<file path="config.mk">
export PLATFORM = sky130hd
export DESIGN_NAME = prog_encoder_flat
export DESIGN_NICKNAME = d
export VERILOG_FILES = /design/src/rtl/prog_encoder_if.sv /design/src/rtl/prog_encoder.sv /design/src/flat_wrapper.sv
export SDC_FILE = /design/constraint.sdc
export NUM_CORES = 1
export LEC_CHECK = 0
export BUFFER_PORTS_ARGS = -buffer_cell sky130_fd_sc_hd__buf_4
export CORE_ASPECT_RATIO = 0.9
export CORE_UTILIZATION = 56
export DETAILED_ROUTE_END_ITERATION = 10
export GPL_ROUTABILITY_DRIVEN = 0
export PLACE_DENSITY = 0.84
export SLEW_MARGIN = 15
export SYNTH_ARGS = -nofsm -noshare
export SYNTH_HDL_FRONTEND = slang
export SYNTH_SLANG_ARGS = --single-unit
</file>
<file path="constraint.sdc">
create_clock -name clk -period 5.7 [get_ports clk]
set_clock_uncertainty 0.2 [all_clocks]
set_input_delay 0.57 -clock clk [delete_from_list [all_inputs] [get_ports clk]]
set_output_delay 0.57 -clock clk [all_outputs]
set_load 0.05 [all_outputs]
</file>
<file path="src/rtl/prog_encoder_if.sv">
// ============================================================================
// Module      : prog_encoder_if
// Description : Request channel and instruction-memory write port of the
//               program encoder.
// Revision    : 1.0  initial release
// ============================================================================
`default_nettype none

interface prog_encoder_if #(
    parameter int ADDR_W = 6
);
    logic              req_valid;
    logic              req_ready;
    logic [1:0]        req_kind;
    logic [2:0]        req_funct3;
    logic              req_funct7b5;
    logic [4:0]        req_rd;
    logic [4:0]        req_rs1;
    logic [4:0]        req_rs2;
    logic [12:0]       req_imm;
    logic              req_last;

    logic              imem_we;
    logic [ADDR_W-1:0] imem_addr;
    logic [31:0]       imem_wdata;

    // Request source; it also observes the memory writes the encoder issues.
    modport master (
        output req_valid, req_kind, req_funct3, req_funct7b5,
               req_rd, req_rs1, req_rs2, req_imm, req_last,
        input  req_ready, imem_we, imem_addr, imem_wdata
    );

    modport slave (
        input  req_valid, req_kind, req_funct3, req_funct7b5,
               req_rd, req_rs1, req_rs2, req_imm, req_last,
        output req_ready, imem_we, imem_addr, imem_wdata
    );
endinterface

`default_nettype wire

</file>
<file path="src/rtl/prog_encoder.sv">
// ============================================================================
// Module      : prog_encoder
// Description : Packs symbolic lw/sw/R-type/beq requests into RV32I words and
//               writes them to consecutive instruction-memory addresses.
// Revision    : 1.0  initial release
// ============================================================================
`default_nettype none

module prog_encoder #(
    parameter int ADDR_W = 6
) (
    input  wire logic          clk,
    input  wire logic          rst,
    input  wire logic          start,
    prog_encoder_if.slave      bus,
    output logic [ADDR_W:0]    count,
    output logic               full,
    output logic               done,
    output logic               err,
    output logic [1:0]         err_code
);

    localparam logic [2:0] c_IDLE = 3'd0;
    localparam logic [2:0] c_ENC  = 3'd1;
    localparam logic [2:0] c_WR   = 3'd2;
    localparam logic [2:0] c_DONE = 3'd3;
    localparam logic [2:0] c_ERR  = 3'd4;

    localparam logic [1:0] c_KIND_LW  = 2'b00;
    localparam logic [1:0] c_KIND_SW  = 2'b01;
    localparam logic [1:0] c_KIND_R   = 2'b10;
    localparam logic [1:0] c_KIND_BEQ = 2'b11;

    localparam logic [1:0] c_ERR_NONE    = 2'b00;
    localparam logic [1:0] c_ERR_BEQ_ODD = 2'b01;
    localparam logic [1:0] c_ERR_RANGE   = 2'b10;

    localparam logic [6:0] c_OP_LOAD   = 7'b0000011;
    localparam logic [6:0] c_OP_STORE  = 7'b0100011;
    localparam logic [6:0] c_OP_REG    = 7'b0110011;
    localparam logic [6:0] c_OP_BRANCH = 7'b1100011;

    localparam logic [ADDR_W:0] c_CAPACITY = (ADDR_W+1)'(1) << ADDR_W;

    logic [2:0]        r_state;
    logic [1:0]        r_kind;
    logic [2:0]        r_funct3;
    logic              r_funct7b5;
    logic [4:0]        r_rd;
    logic [4:0]        r_rs1;
    logic [4:0]        r_rs2;
    logic [12:0]       r_imm;
    logic              r_last;
    logic [31:0]       r_word;
    logic              r_we;
    logic [ADDR_W-1:0] r_addr;
    logic [ADDR_W:0]   r_count;
    logic [1:0]        r_err_code;

    logic              w_full;
    logic              w_ready;
    logic              w_accept;
    logic [31:0]       w_word;
    logic [1:0]        w_chk;

    assign w_full   = (r_count == c_CAPACITY);
    // Ready is also held low while rst is high so the reset cycle never accepts.
    assign w_ready  = (r_state == c_IDLE) & ~start & ~rst & ~w_full;
    assign w_accept = bus.req_valid & w_ready;

    always_comb begin
        w_word = 32'd0;
        case (r_kind)
            c_KIND_LW:  w_word = {r_imm[11:0], r_rs1, 3'b010, r_rd, c_OP_LOAD};
            c_KIND_SW:  w_word = {r_imm[11:5], r_rs2, r_rs1, 3'b010,
                                  r_imm[4:0], c_OP_STORE};
            c_KIND_R:   w_word = {1'b0, r_funct7b5, 5'b00000, r_rs2, r_rs1,
                                  r_funct3, r_rd, c_OP_REG};
            c_KIND_BEQ: w_word = {r_imm[12], r_imm[10:5], r_rs2, r_rs1, 3'b000,
                                  r_imm[4:1], r_imm[11], c_OP_BRANCH};
            default:    w_word = 32'd0;
        endcase
    end

    // lw/sw offsets must fit a signed 12-bit field; beq targets are halfword aligned.
    always_comb begin
        w_chk = c_ERR_NONE;
        if (r_kind == c_KIND_BEQ && r_imm[0]) begin
            w_chk = c_ERR_BEQ_ODD;
        end else if ((r_kind == c_KIND_LW || r_kind == c_KIND_SW) &&
                     (r_imm[12] != r_imm[11])) begin
            w_chk = c_ERR_RANGE;
        end
    end

    always_ff @(posedge clk) begin
        if (rst || start) begin
            r_state    <= c_IDLE;
            r_kind     <= 2'b00;
            r_funct3   <= 3'b000;
            r_funct7b5 <= 1'b0;
            r_rd       <= 5'd0;
            r_rs1      <= 5'd0;
            r_rs2      <= 5'd0;
            r_imm      <= 13'd0;
            r_last     <= 1'b0;
            r_word     <= 32'd0;
            r_we       <= 1'b0;
            r_addr     <= '0;
            r_count    <= '0;
            r_err_code <= c_ERR_NONE;
        end else begin
            case (r_state)
                c_IDLE: begin
                    if (w_accept) begin
                        r_kind     <= bus.req_kind;
                        r_funct3   <= bus.req_funct3;
                        r_funct7b5 <= bus.req_funct7b5;
                        r_rd       <= bus.req_rd;
                        r_rs1      <= bus.req_rs1;
                        r_rs2      <= bus.req_rs2;
                        r_imm      <= bus.req_imm;
                        r_last     <= bus.req_last;
                        r_state    <= c_ENC;
                    end
                end
                c_ENC: begin
                    if (w_chk != c_ERR_NONE) begin
                        r_err_code <= w_chk;
                        r_state    <= c_ERR;
                    end else begin
                        r_word  <= w_word;
                        r_we    <= 1'b1;
                        r_state <= c_WR;
                    end
                end
                c_WR: begin
                    r_we   <= 1'b0;
                    r_addr <= r_addr + 1'b1;
                    if (r_count != c_CAPACITY) begin
                        r_count <= r_count + 1'b1;
                    end
                    r_state <= r_last ? c_DONE : c_IDLE;
                end
                c_DONE, c_ERR: begin
                    r_state <= r_state;
                end
                default: begin
                    r_state <= c_IDLE;
                end
            endcase
        end
    end

    assign bus.req_ready  = w_ready;
    assign bus.imem_we    = r_we;
    assign bus.imem_addr  = r_addr;
    assign bus.imem_wdata = r_word;

    assign count    = r_count;
    assign full     = w_full;
    assign done     = (r_state == c_DONE);
    assign err      = (r_state == c_ERR);
    assign err_code = r_err_code;

endmodule

`default_nettype wire

</file>
<file path="src/flat_wrapper.sv">
// flat-port wrapper written by rule: the top's interface ports become plain ports
module prog_encoder_flat 
#(
    parameter int ADDR_W = 6
)
  (clk, rst, start, count, full, done, err, err_code, bus_req_valid, bus_req_kind, bus_req_funct3, bus_req_funct7b5, bus_req_rd, bus_req_rs1, bus_req_rs2, bus_req_imm, bus_req_last, bus_req_ready, bus_imem_we, bus_imem_addr, bus_imem_wdata);
  prog_encoder_if #(.ADDR_W(ADDR_W)) bus_i ();
  input  wire logic clk;
  input  wire logic rst;
  input  wire logic start;
  output logic [ADDR_W:0] count;
  output logic full;
  output logic done;
  output logic err;
  output logic [1:0] err_code;
  input wire logic [$bits(bus_i.req_valid)-1:0] bus_req_valid;
  input wire logic [$bits(bus_i.req_kind)-1:0] bus_req_kind;
  input wire logic [$bits(bus_i.req_funct3)-1:0] bus_req_funct3;
  input wire logic [$bits(bus_i.req_funct7b5)-1:0] bus_req_funct7b5;
  input wire logic [$bits(bus_i.req_rd)-1:0] bus_req_rd;
  input wire logic [$bits(bus_i.req_rs1)-1:0] bus_req_rs1;
  input wire logic [$bits(bus_i.req_rs2)-1:0] bus_req_rs2;
  input wire logic [$bits(bus_i.req_imm)-1:0] bus_req_imm;
  input wire logic [$bits(bus_i.req_last)-1:0] bus_req_last;
  output wire logic [$bits(bus_i.req_ready)-1:0] bus_req_ready;
  output wire logic [$bits(bus_i.imem_we)-1:0] bus_imem_we;
  output wire logic [$bits(bus_i.imem_addr)-1:0] bus_imem_addr;
  output wire logic [$bits(bus_i.imem_wdata)-1:0] bus_imem_wdata;
  assign bus_i.req_valid = bus_req_valid;
  assign bus_i.req_kind = bus_req_kind;
  assign bus_i.req_funct3 = bus_req_funct3;
  assign bus_i.req_funct7b5 = bus_req_funct7b5;
  assign bus_i.req_rd = bus_req_rd;
  assign bus_i.req_rs1 = bus_req_rs1;
  assign bus_i.req_rs2 = bus_req_rs2;
  assign bus_i.req_imm = bus_req_imm;
  assign bus_i.req_last = bus_req_last;
  assign bus_req_ready = bus_i.req_ready;
  assign bus_imem_we = bus_i.imem_we;
  assign bus_imem_addr = bus_i.imem_addr;
  assign bus_imem_wdata = bus_i.imem_wdata;
  prog_encoder #(.ADDR_W(ADDR_W)) u_core (.clk(clk), .rst(rst), .start(start), .bus(bus_i), .count(count), .full(full), .done(done), .err(err), .err_code(err_code));
endmodule
</file>
---- Word-level counts from Yosys, hierarchy flattened ----
Cells that the tools add are included.
operators by class
  bitwise operators ....................... 9
  add/sub/neg operators ................... 2
  equality and inequality tests ........... 12
  reductions and logical operators ........ 15
  mux-type cells .......................... 9
operators by type and width
  cell                                                   count
  one-hot mux 32 bit (4 select lines)                    1
  one-hot mux 3 bit (4 select lines)                     1
  AND reduction 2 bit                                    6
  adder 7 x 1 -> 7 bit, second input constant            1
  equality test 7 bit, second input constant             1
  inequality test 7 bit, second input constant           1
  adder 6 x 1 -> 6 bit, second input constant            1
  equality test 3 x 2 -> 1 bit, second input constant    2
  two-way mux 2 bit                                      3
  two-way mux 3 bit                                      2
  inverter 1 bit                                         5
  AND 1 bit                                              4
  equality test 2 bit, second input constant             2
  nonzero test 2 bit                                     2
  equality test 3 x 1 -> 1 bit, second input constant    1
  equality test 3 bit, second input constant             1
  logical NOT 3 bit                                      1
  equality test 2 x 1 -> 1 bit, second input constant    1
  logical AND 1 bit                                      2
  logical NOT 2 bit                                      1
  logical OR 1 bit                                       2
  inequality test 2 x 1 -> 1 bit, second input constant  1
  inequality test 2 bit, second input constant           1
  one-hot mux 1 bit (2 select lines)                     1
  3 further kinds                                        3
word-level totals
  word-level logic and storage cells ...... 61
  input bits .............................. 39
  bits in registers ....................... 86
  output and inout port bits .............. 52

---- Depth between registers and ports, before layout ----
Gate-level depths: netlist of run 1.
  depth after elaboration ................. 8
  depth in mapped cells ................... 8
  gate-level depth less buffers ........... 6

---- Worst setup path after synthesis of run 1 ----
No wires, ideal clock.
  path type ............................... register to output
  start ................................... register u_core.r_count[0] (netlist: u_core.count[0])
  end ..................................... output port bus_req_ready
  stages on the path, launching flop included .. 6
  required time ........................... 4.930 ns
  data arrival time ....................... 2.658 ns
  path slack .............................. 2.272 ns
  path buffers ............................ 0
  cell sequence ........................... dfxtp_1 inv_1 ha_1 nand2_1 nor2_1 nor3b_1
between the ends
  longest elaborated chain between the ends .. 3
RTL lines
  what                    line                 source
  from (decl)             prog_encoder.sv:57   logic [ADDR_W:0] r_count;
  from (signal assigned)  prog_encoder.sv:141  r_count <= r_count + 1'b1;
  equality test 7 bit     prog_encoder.sv:66   assign w_full = (r_count == c_CAPACITY);
  net full                flat_wrapper.sv:12   output logic full;
  inverter 1 bit          prog_encoder.sv:68   assign w_ready = (r_state == c_IDLE) & ~start & ~rst & ~w_full;
  AND 1 bit               prog_encoder.sv:68
  to (decl)               flat_wrapper.sv:25   output wire logic [$bits(bus_i.req_ready)-1:0] bus_req_ready;
The timed path passes the listed nets, and every way through them passes these cells.

---- Worst setup path in the final report of run 1 ----
  start ................................... input port rst
  end ..................................... output port bus_req_ready
between the ends
  longest elaborated chain between the ends .. 3
RTL lines
  what                    line                source
  from (decl)             flat_wrapper.sv:9   input wire logic rst;
  inverter 1 bit          prog_encoder.sv:68
  AND 1 bit (2 in a row)  prog_encoder.sv:68
Every way passes these cells.

==> results of run 1 <==
-- where the power goes --
group          switching, µW  total [µW]  internal (µW)
sequential              8.43         599            591
combinational           67.8         107           38.8
clock                    192         401            208
total                    269        1110            838
-- flip-flops by register name, summed over array words and instances, names as in the netlist --
signal and count:
u_core.count 7, u_core.r_funct7b5 1, u_core.r_rd 5, u_core.r_funct3 3
u_core.r_imm 13, u_core.r_kind 2, u_core.r_state 3, u_core.bus.imem_addr 6
u_core.bus.imem_wdata 29, u_core.err_code 2, u_core.r_last 1, u_core.r_rs2 5
u_core.r_rs1 5, u_core.bus.imem_we 1
-- through the flow --
| step | hold slack (ns) | area (µm²) |
|---|---|---|
| 2_1_floorplan | 0.230 | 3390 |
| 3_3_place_gp | 0.239 | 3990 |
| 3_5_place_dp | 0.245 | 3990 |
| 4_1_cts | 0.251 | 4170 |
| 5_1_grt | 0.253 | 4170 |
| 6_report | 0.250 | 4170 |
-- worst min-delay path, cell delays in order, from the launching register on --
cell and delay, ns:
dfxtp_1 0.31, nand2_1 0.05, a21oi_1 0.05
-- placed cells by master (no fill, tap or decap), types with 3 or more instances in the layout --
cell type and count:
a21oi_1 20, nor2_1 33, nand3_1 15, xor2_1 8, nand2_1 98, ha_1 3
dfxtp_1 83, xnor2_1 3, o21ai_0 4, nor2b_1 4, nand4_1 6, a211oi_1 11
mux2i_1 12, nor3b_1 4, inv_1 3, a21oi_2 29, nor3_1 3, buf_4 90
clkbuf_8 10
-- logic make-up (layout without fill, tap and decap cells) --
kind of cell             Yosys count  after routing  synth area share, %
other                              1              2                0.111
buffers and inverters             30            107                 5.18
AND/OR/NAND/NOR                  173            173                 22.0
adder cells (fa/ha/maj)            3              3                 1.11
multiplexers                      12             12                 3.55
flip-flops                        83             83                 49.1
AO/OA/AOI/OAI                     72             72                 16.1
XOR/XNOR                          11             11                 2.85
-- per-layer routing --
| layer | vias up | routed length (µm) |
|---|---|---|
| li1 | 1432 | - |
| met1 | 1351 | 3160 |
| met2 | 94 | 3660 |
| met3 | 13 | 398 |
| met4 | 0 | 128 |
| met5 | - | 0 |
-- path summary, 6_finish.rpt --
check,end,startpoint,slack (ns),cells past startpoint
max,bus_req_ready,rst,3.09,4
min,u_core.bus.imem_wdata[19],u_core.r_rs1[4],0.25,2
min reg2reg,u_core.bus.imem_wdata[19],u_core.r_rs1[4],0.25,2
max reg2reg,u_core.r_imm[11],u_core.r_state[0],3.20,4
-- Yosys cell counts --
cell | count | area share, %
and2_1 | 1 | 0.19
conb_1 | 1 | 0.11
nor2_1 | 33 | 3.7
a21oi_1 | 20 | 3.0
dfxtp_1 | 83 | 49
o211ai_1 | 1 | 0.22
xor2_1 | 8 | 2.1
a31o_2 | 1 | 0.26
and3_1 | 1 | 0.19
nor2b_1 | 4 | 0.74
and3_2 | 1 | 0.22
nand3_1 | 15 | 2.2
clkbuf_1 | 9 | 1.0
buf_6 | 5 | 1.7
a311oi_1 | 1 | 0.26
o21ai_0 | 4 | 0.59
nand4_1 | 6 | 1.1
xnor2_1 | 3 | 0.78
nand2_2 | 2 | 0.37
buf_1 | 1 | 0.11
ha_1 | 3 | 1.1
o211a_1 | 2 | 0.59
o21a_1 | 1 | 0.22
nor3b_1 | 4 | 0.89
or2_2 | 1 | 0.19
nand2_1 | 98 | 11
mux2i_1 | 12 | 3.6
a21oi_2 | 29 | 7.5
buf_4 | 4 | 0.89
or4_4 | 1 | 0.33
inv_1 | 3 | 0.33
o211ai_4 | 1 | 0.63
nor4_1 | 1 | 0.19
nor3_1 | 3 | 0.44
a211oi_1 | 11 | 2.4
nand2b_1 | 1 | 0.19
buf_2 | 8 | 1.2
or3b_2 | 1 | 0.26
o211ai_2 | 1 | 0.37
-- layout make-up --
cell class              count  area (µm²)
flip-flops and latches     83        1660
clock inverters             3        40.0
multi-input cells         273        1550
inverters                   3        11.3
repair buffers             90         676
clock buffers              11         141
well taps                  70        87.6
fillers                   447        1590
==> results.md, run 1 <==
- Cells after Synth: 385
- Core footprint: 5760 µm²
- Synth cell types: 39
- Setup bufs post-CTS: 0
- Crit-path cells: buf_4 -> or2_4 -> nor3b_1 -> buf_4
- Final Cycle Share: 45.7%
- Vias: 2,890
- Final wirelength: 7.34 mm
- CTS tree: done
- Max Transition Viols Final: 0
- Max IR drop VDD: 0.173 mV
- Met2 usage: 42.7%
- Grt ovf: 0
- Final core utilization: 72.4%
- Pre-CTS WS: 3.12 ns
- Buffers & Inverters on Critical Path: 2
- Cell Area, Synth: 3380 µm²
- Nets: 502
- PwrDens: 265 nW/µm²
- Fin cells: 533
- Die area: 6360 µm²
- Clock Latency Late Sink: 0.34 ns
- Row cnt: 26
- RSZ-0062 raised after global routing: false
- Clock Tree Root: clkbuf_8
- Vias per std cell: 5.42
- CP required: 4.93 ns
- Fraction of layout cells with a size suffix above 1: 30.5%
- Max-Slew Margin vs Limit: 25.7%
- IO Pins: 91
- Failing checks: design-rule violations
- Drt first pass iters: 8
- N_diodes: 0
- Cells after DPL: 519
- Final-report setup violation count: 0
- HP Class: reg -> reg
- Standby leakage power: 0.00167 µW
- GR Util met1: 26.4%
- CTS Buf Count: 9
- Post_cts resized: 0
- Final antenna-violating net count: 0
- Max cap viols: 0
- Worst path slowest cell: or2_4
- Vias in the first global route: 2,654
- Max FO, Critical Path: 78
- Setup crit end kind: output pin
- Avg Cell Area, Syn: 8.79 µm²
- DRT iter0 DRCs: 188
- HPWL after detailed placement: 4.84 mm
- Final Hold Violating Endpoints: 0
- Fmax: 383 MHz
- WL/cell: 13.8 µm
- TritonCTS Sinks: 83
- Initial antenna violation count: 0
- Status: finished with violations
- Synth warnings: 0
- CP max stage delay: 0.76 ns
- Die Height: 75.7 µm
- Global Route Usage Sum: 23.6%
- CP most frequent cell: buf_4
- CTS Hold Bufs: 0
- Port bufs: 88
- First-pass GRT wire length: 11.6 mm
- Final WS setup: 3.09 ns
- Clock slew at reported path FFs: 0.08 ns
- CP arrival: 1.84 ns
- Die X: 83.9 µm
- H-tree depth: 3
- Slew of the pin with the lowest slew margin: 1.11 ns
- Tmin final: 2.61 ns
- Largest net degree at the start of global routing: 79
- Area grow syn2layout: 23.3%
- GRT Max-Usage Layer: met2
- CP Launch Type: input pin
- Total power: 1110 µW
- #FFs+latches synth: 83
- Initial Util: 58.8%
- DRC errors left: 12
- Met3 usage: 8.45%
- Kind of critical path: in -> out
- Sequential cell area fraction in the yosys report: 49.1%
- Max Buffers Root-to-Sink: 2
- Top cell family by delay on the critical path: simple AND/OR/NAND/NOR gates
- Fin Setup TNS: 0 ns
(Power assumes the default switching activity.)
==> run 2: changes to the inputs <==
ABC_AREA = 1   (was default)
CORE_UTILIZATION = 47   (was 56)
PLACE_DENSITY = 0.75   (was 0.84)
clock period = 2.1 ns   (was 5.7 ns; I/O delays follow)
==> run 2 against run 1 <==
Against the previous run:
- cell count is 24% higher
- first-iteration DRC count is 6.9% higher
- area after synthesis is 1.7% higher
- hold slack worse by 0.23 ns
- combinational power grew to 2.7 times the previous value
- non-clock buffer count is 44 higher
- sequential share of layout area is 4.5 points lower
- critical path depth is 4 higher
- utilization is 5.5 points lower
- wire length is 13% higher
- clock-buffer cell count is 1 higher
- the flow now finishes without violations
- power grew to 2.9 times the previous value
==> results.md, run 2 <==
- CTS tree: done
- Sequential power share: 49.7%
- Setup crit end kind: output pin
- Sw Pwr: 725 µW
- Final Hold Violating Endpoints: 0
- Vias per std cell: 4.95
- Vias: 3,277
- CP arrival: 1.61 ns
- Ys async rst share: 0%
- HP Class: in -> reg
- Multiplexer share of the synthesized area: 0%
- Clock Tree Root: clkbuf_8
- Fmax: 494 MHz
- Clock group share of total power: 41.4%
- Final-report setup violation count: 0
- Initial antenna violation count: 0
- P_int: 2500 µW
- Nets: 607
- Largest net degree at the start of global routing: 72
- Synth top area cells: dfxtp_1 (48%), a21oi_1 (9.5%), o21ai_0 (9.2%)
- Final core utilization: 66.9%
- Kind of critical path: reg -> out
- Final Cycle Share: 96.3%
- Top-count cell post-synth: dfxtp_1
- IO Pins: 91
- Synth cell types: 29
- Avg Cell Area, Syn: 7.70 µm²
- Commonest non-fill, non-tap cell in the layout: buf_4
- First-pass GRT wire length: 13.3 mm
- Max FO, Critical Path: 4
- Sequential cell area fraction in the yosys report: 48.3%
- Area grow syn2layout: 37.6%
- N_diodes: 0
- Max layer used: met4
- Ys flop type: dfxtp_1
- Fraction of layout cells with a size suffix above 1: 25.0%
- Core footprint: 7080 µm²
- Area leader, netlist: dfxtp_1
- DRT iter0 DRCs: 201
- Max IR drop VDD: 0.322 mV
- Status: completed
- TritonCTS Sinks: 83
- Post-synth EDFFs: 0
- Cell Area, Synth: 3440 µm²
- Row cnt: 29
- CP required: 1.69 ns
- HPWL after detailed placement: 5.25 mm
- Synth top area share: 48.3%
- Fin Hold WS: 0.0215 ns
- Wire length on met3: 390 µm
- Clock Latency Late Sink: 0.35 ns
- Max cap viols: 0
- Synth top cells by count: dfxtp_1 (83), a21oi_1 (65), inv_1 (63), o21ai_0 (63), nand2_1 (42)
- Global Route Usage Sum: 21.7%
- Placed cell area: 4130 µm²
- Part of the power in combinational logic: 8.9%
- Standby leakage power: 0.00192 µW
- DRC errors left: 0
- Clock slew at reported path FFs: 0.08 ns
- RSZ-0062 raised after global routing: false
- Drt first pass iters: 4
- Synth warnings: 0
- Initial Util: 48.6%
- Switch share: 22.5%
- Total power: 3230 µW
- Final non-filler cell area: 4730 µm²
- Synth Area in Adders: 1.09%
- WL/cell: 12.6 µm
- Final wirelength: 8.33 mm
- DR WL met2: 4.08 mm
- Fin cells: 662
- Cells after Synth: 447
- Grt ovf: 0
- Xor and xnor area share after synthesis: 0%
- Die Height: 83.2 µm
- H-tree depth: 3
- CTS Buf Count: 9
- Port bufs: 88
- Simple-Gate Fraction of Synth Area: 16.0%
- #FFs+latches synth: 83
- Most frequent cells in the layout: buf_4 (98), dfxtp_1 (77), a21oi_1 (65), o21ai_0 (63), inv_1 (59)
- CP Launch Type: flop
- Die X: 92.2 µm
- WL met1: 3.69 mm
- PwrDens: 681 nW/µm²
- Tmin final: 2.02 ns
- Final antenna-violating net count: 0
- Die area: 7670 µm²
- Max Buffers Root-to-Sink: 2
- Post-synthesis compound-gate area fraction: 21.3%
- Largest family of logic cells by synthesized area: compound AO/OA/AOI/OAI gates
- Max FFs per register: 29
- Max Transition Viols Final: 0
- Vias in the first global route: 2,878
- Cells after DPL: 610
-- run 2: cell types whose count changed after synthesis, moves of 8 or more --
cell,delta
nand2_1,-56
mux2i_1,-12
xor2_1,-8
inv_1,+60
o21ai_0,+59
o21ai_1,+14
a21oi_1,+45
a211oi_1,-11
a21oi_2,-28
-- run 2: kinds of logic (layout without fill, tap and decap cells) --
family | Yosys count | count (layout)
adders and majority gates | 3 | 3
DFF | 83 | 83
other | 1 | 2
and+or+nand+nor | 121 | 121
buffers and inverters | 94 | 215
AOI/OAI and AO/OA | 145 | 145
-- run 2: timing repair --
item / CTS / global route
setup endpoints to repair: 0 / 1
buffers inserted: 0 / 3
resized for setup: 0 / 1
hold buffers: 34 / 0
endpoints found under the hold margin: 34 / 0
-- run 2: per-stage QoR --
stage	setup slack [ns]	TNS (ns)
2_1_floorplan	-0.00296	-0.00296
3_3_place_gp	0.421	0
3_5_place_dp	0.359	0
4_1_cts	0.0139	0
5_1_grt	0.0141	0
6_report	0.0768	0
-- run 2: area by class of cell --
| cell class | count | area [µm²] |
|---|---|---|
| flip-flops and latches | 83 | 1670 |
| clock inverters | 3 | 68.8 |
| repair buffers | 134 | 1110 |
| inverters | 66 | 251 |
| fillers | 580 | 2340 |
| clock buffers | 12 | 166 |
| well taps | 93 | 116 |
| multi-input cells | 271 | 1350 |
-- run 2: power by group through the flow --
stage          combinational [µW]  clock (µW)  sequential [µW]
2_1_floorplan                 135           0             1660
6_report                      286        1340             1600
3_5_place_dp                  232           0             1640
5_1_grt                       312        1420             1610
3_3_place_gp                  229           0             1640
4_1_cts                       283        1350             1600
-- run 2: path summary, 6_finish.rpt --
kind / startpoint / to / slack (ns) / cells past startpoint
hold / removal: bus_req_imm[5] / u_core.r_imm[5] / 0.02 / 3
setup / recovery: u_core.count[0] / bus_req_ready / 0.08 / 8
setup reg to reg: u_core.count[0] / u_core.r_imm[5] / 0.33 / 9
hold reg to reg: u_core.r_rs2[0] / u_core.r_rs2[0] / 0.25 / 2
-- run 2: metal layers --
layer	vias up	GRT usage, %
li1	1678	-
met3	21	4.67
met5	-	0
met4	0	9.66
met2	99	34.7
met1	1479	28.1
-- run 2: worst max-delay path, cell delays in order (launching register included) --
cell and delay, ns:
dfxtp_4 0.37, inv_2 0.04, ha_2 0.15, nand2_1 0.07
inv_2 0.05, nand3_4 0.09, clkinvlp_4 0.13, nor3_4 0.19
buf_6 0.18
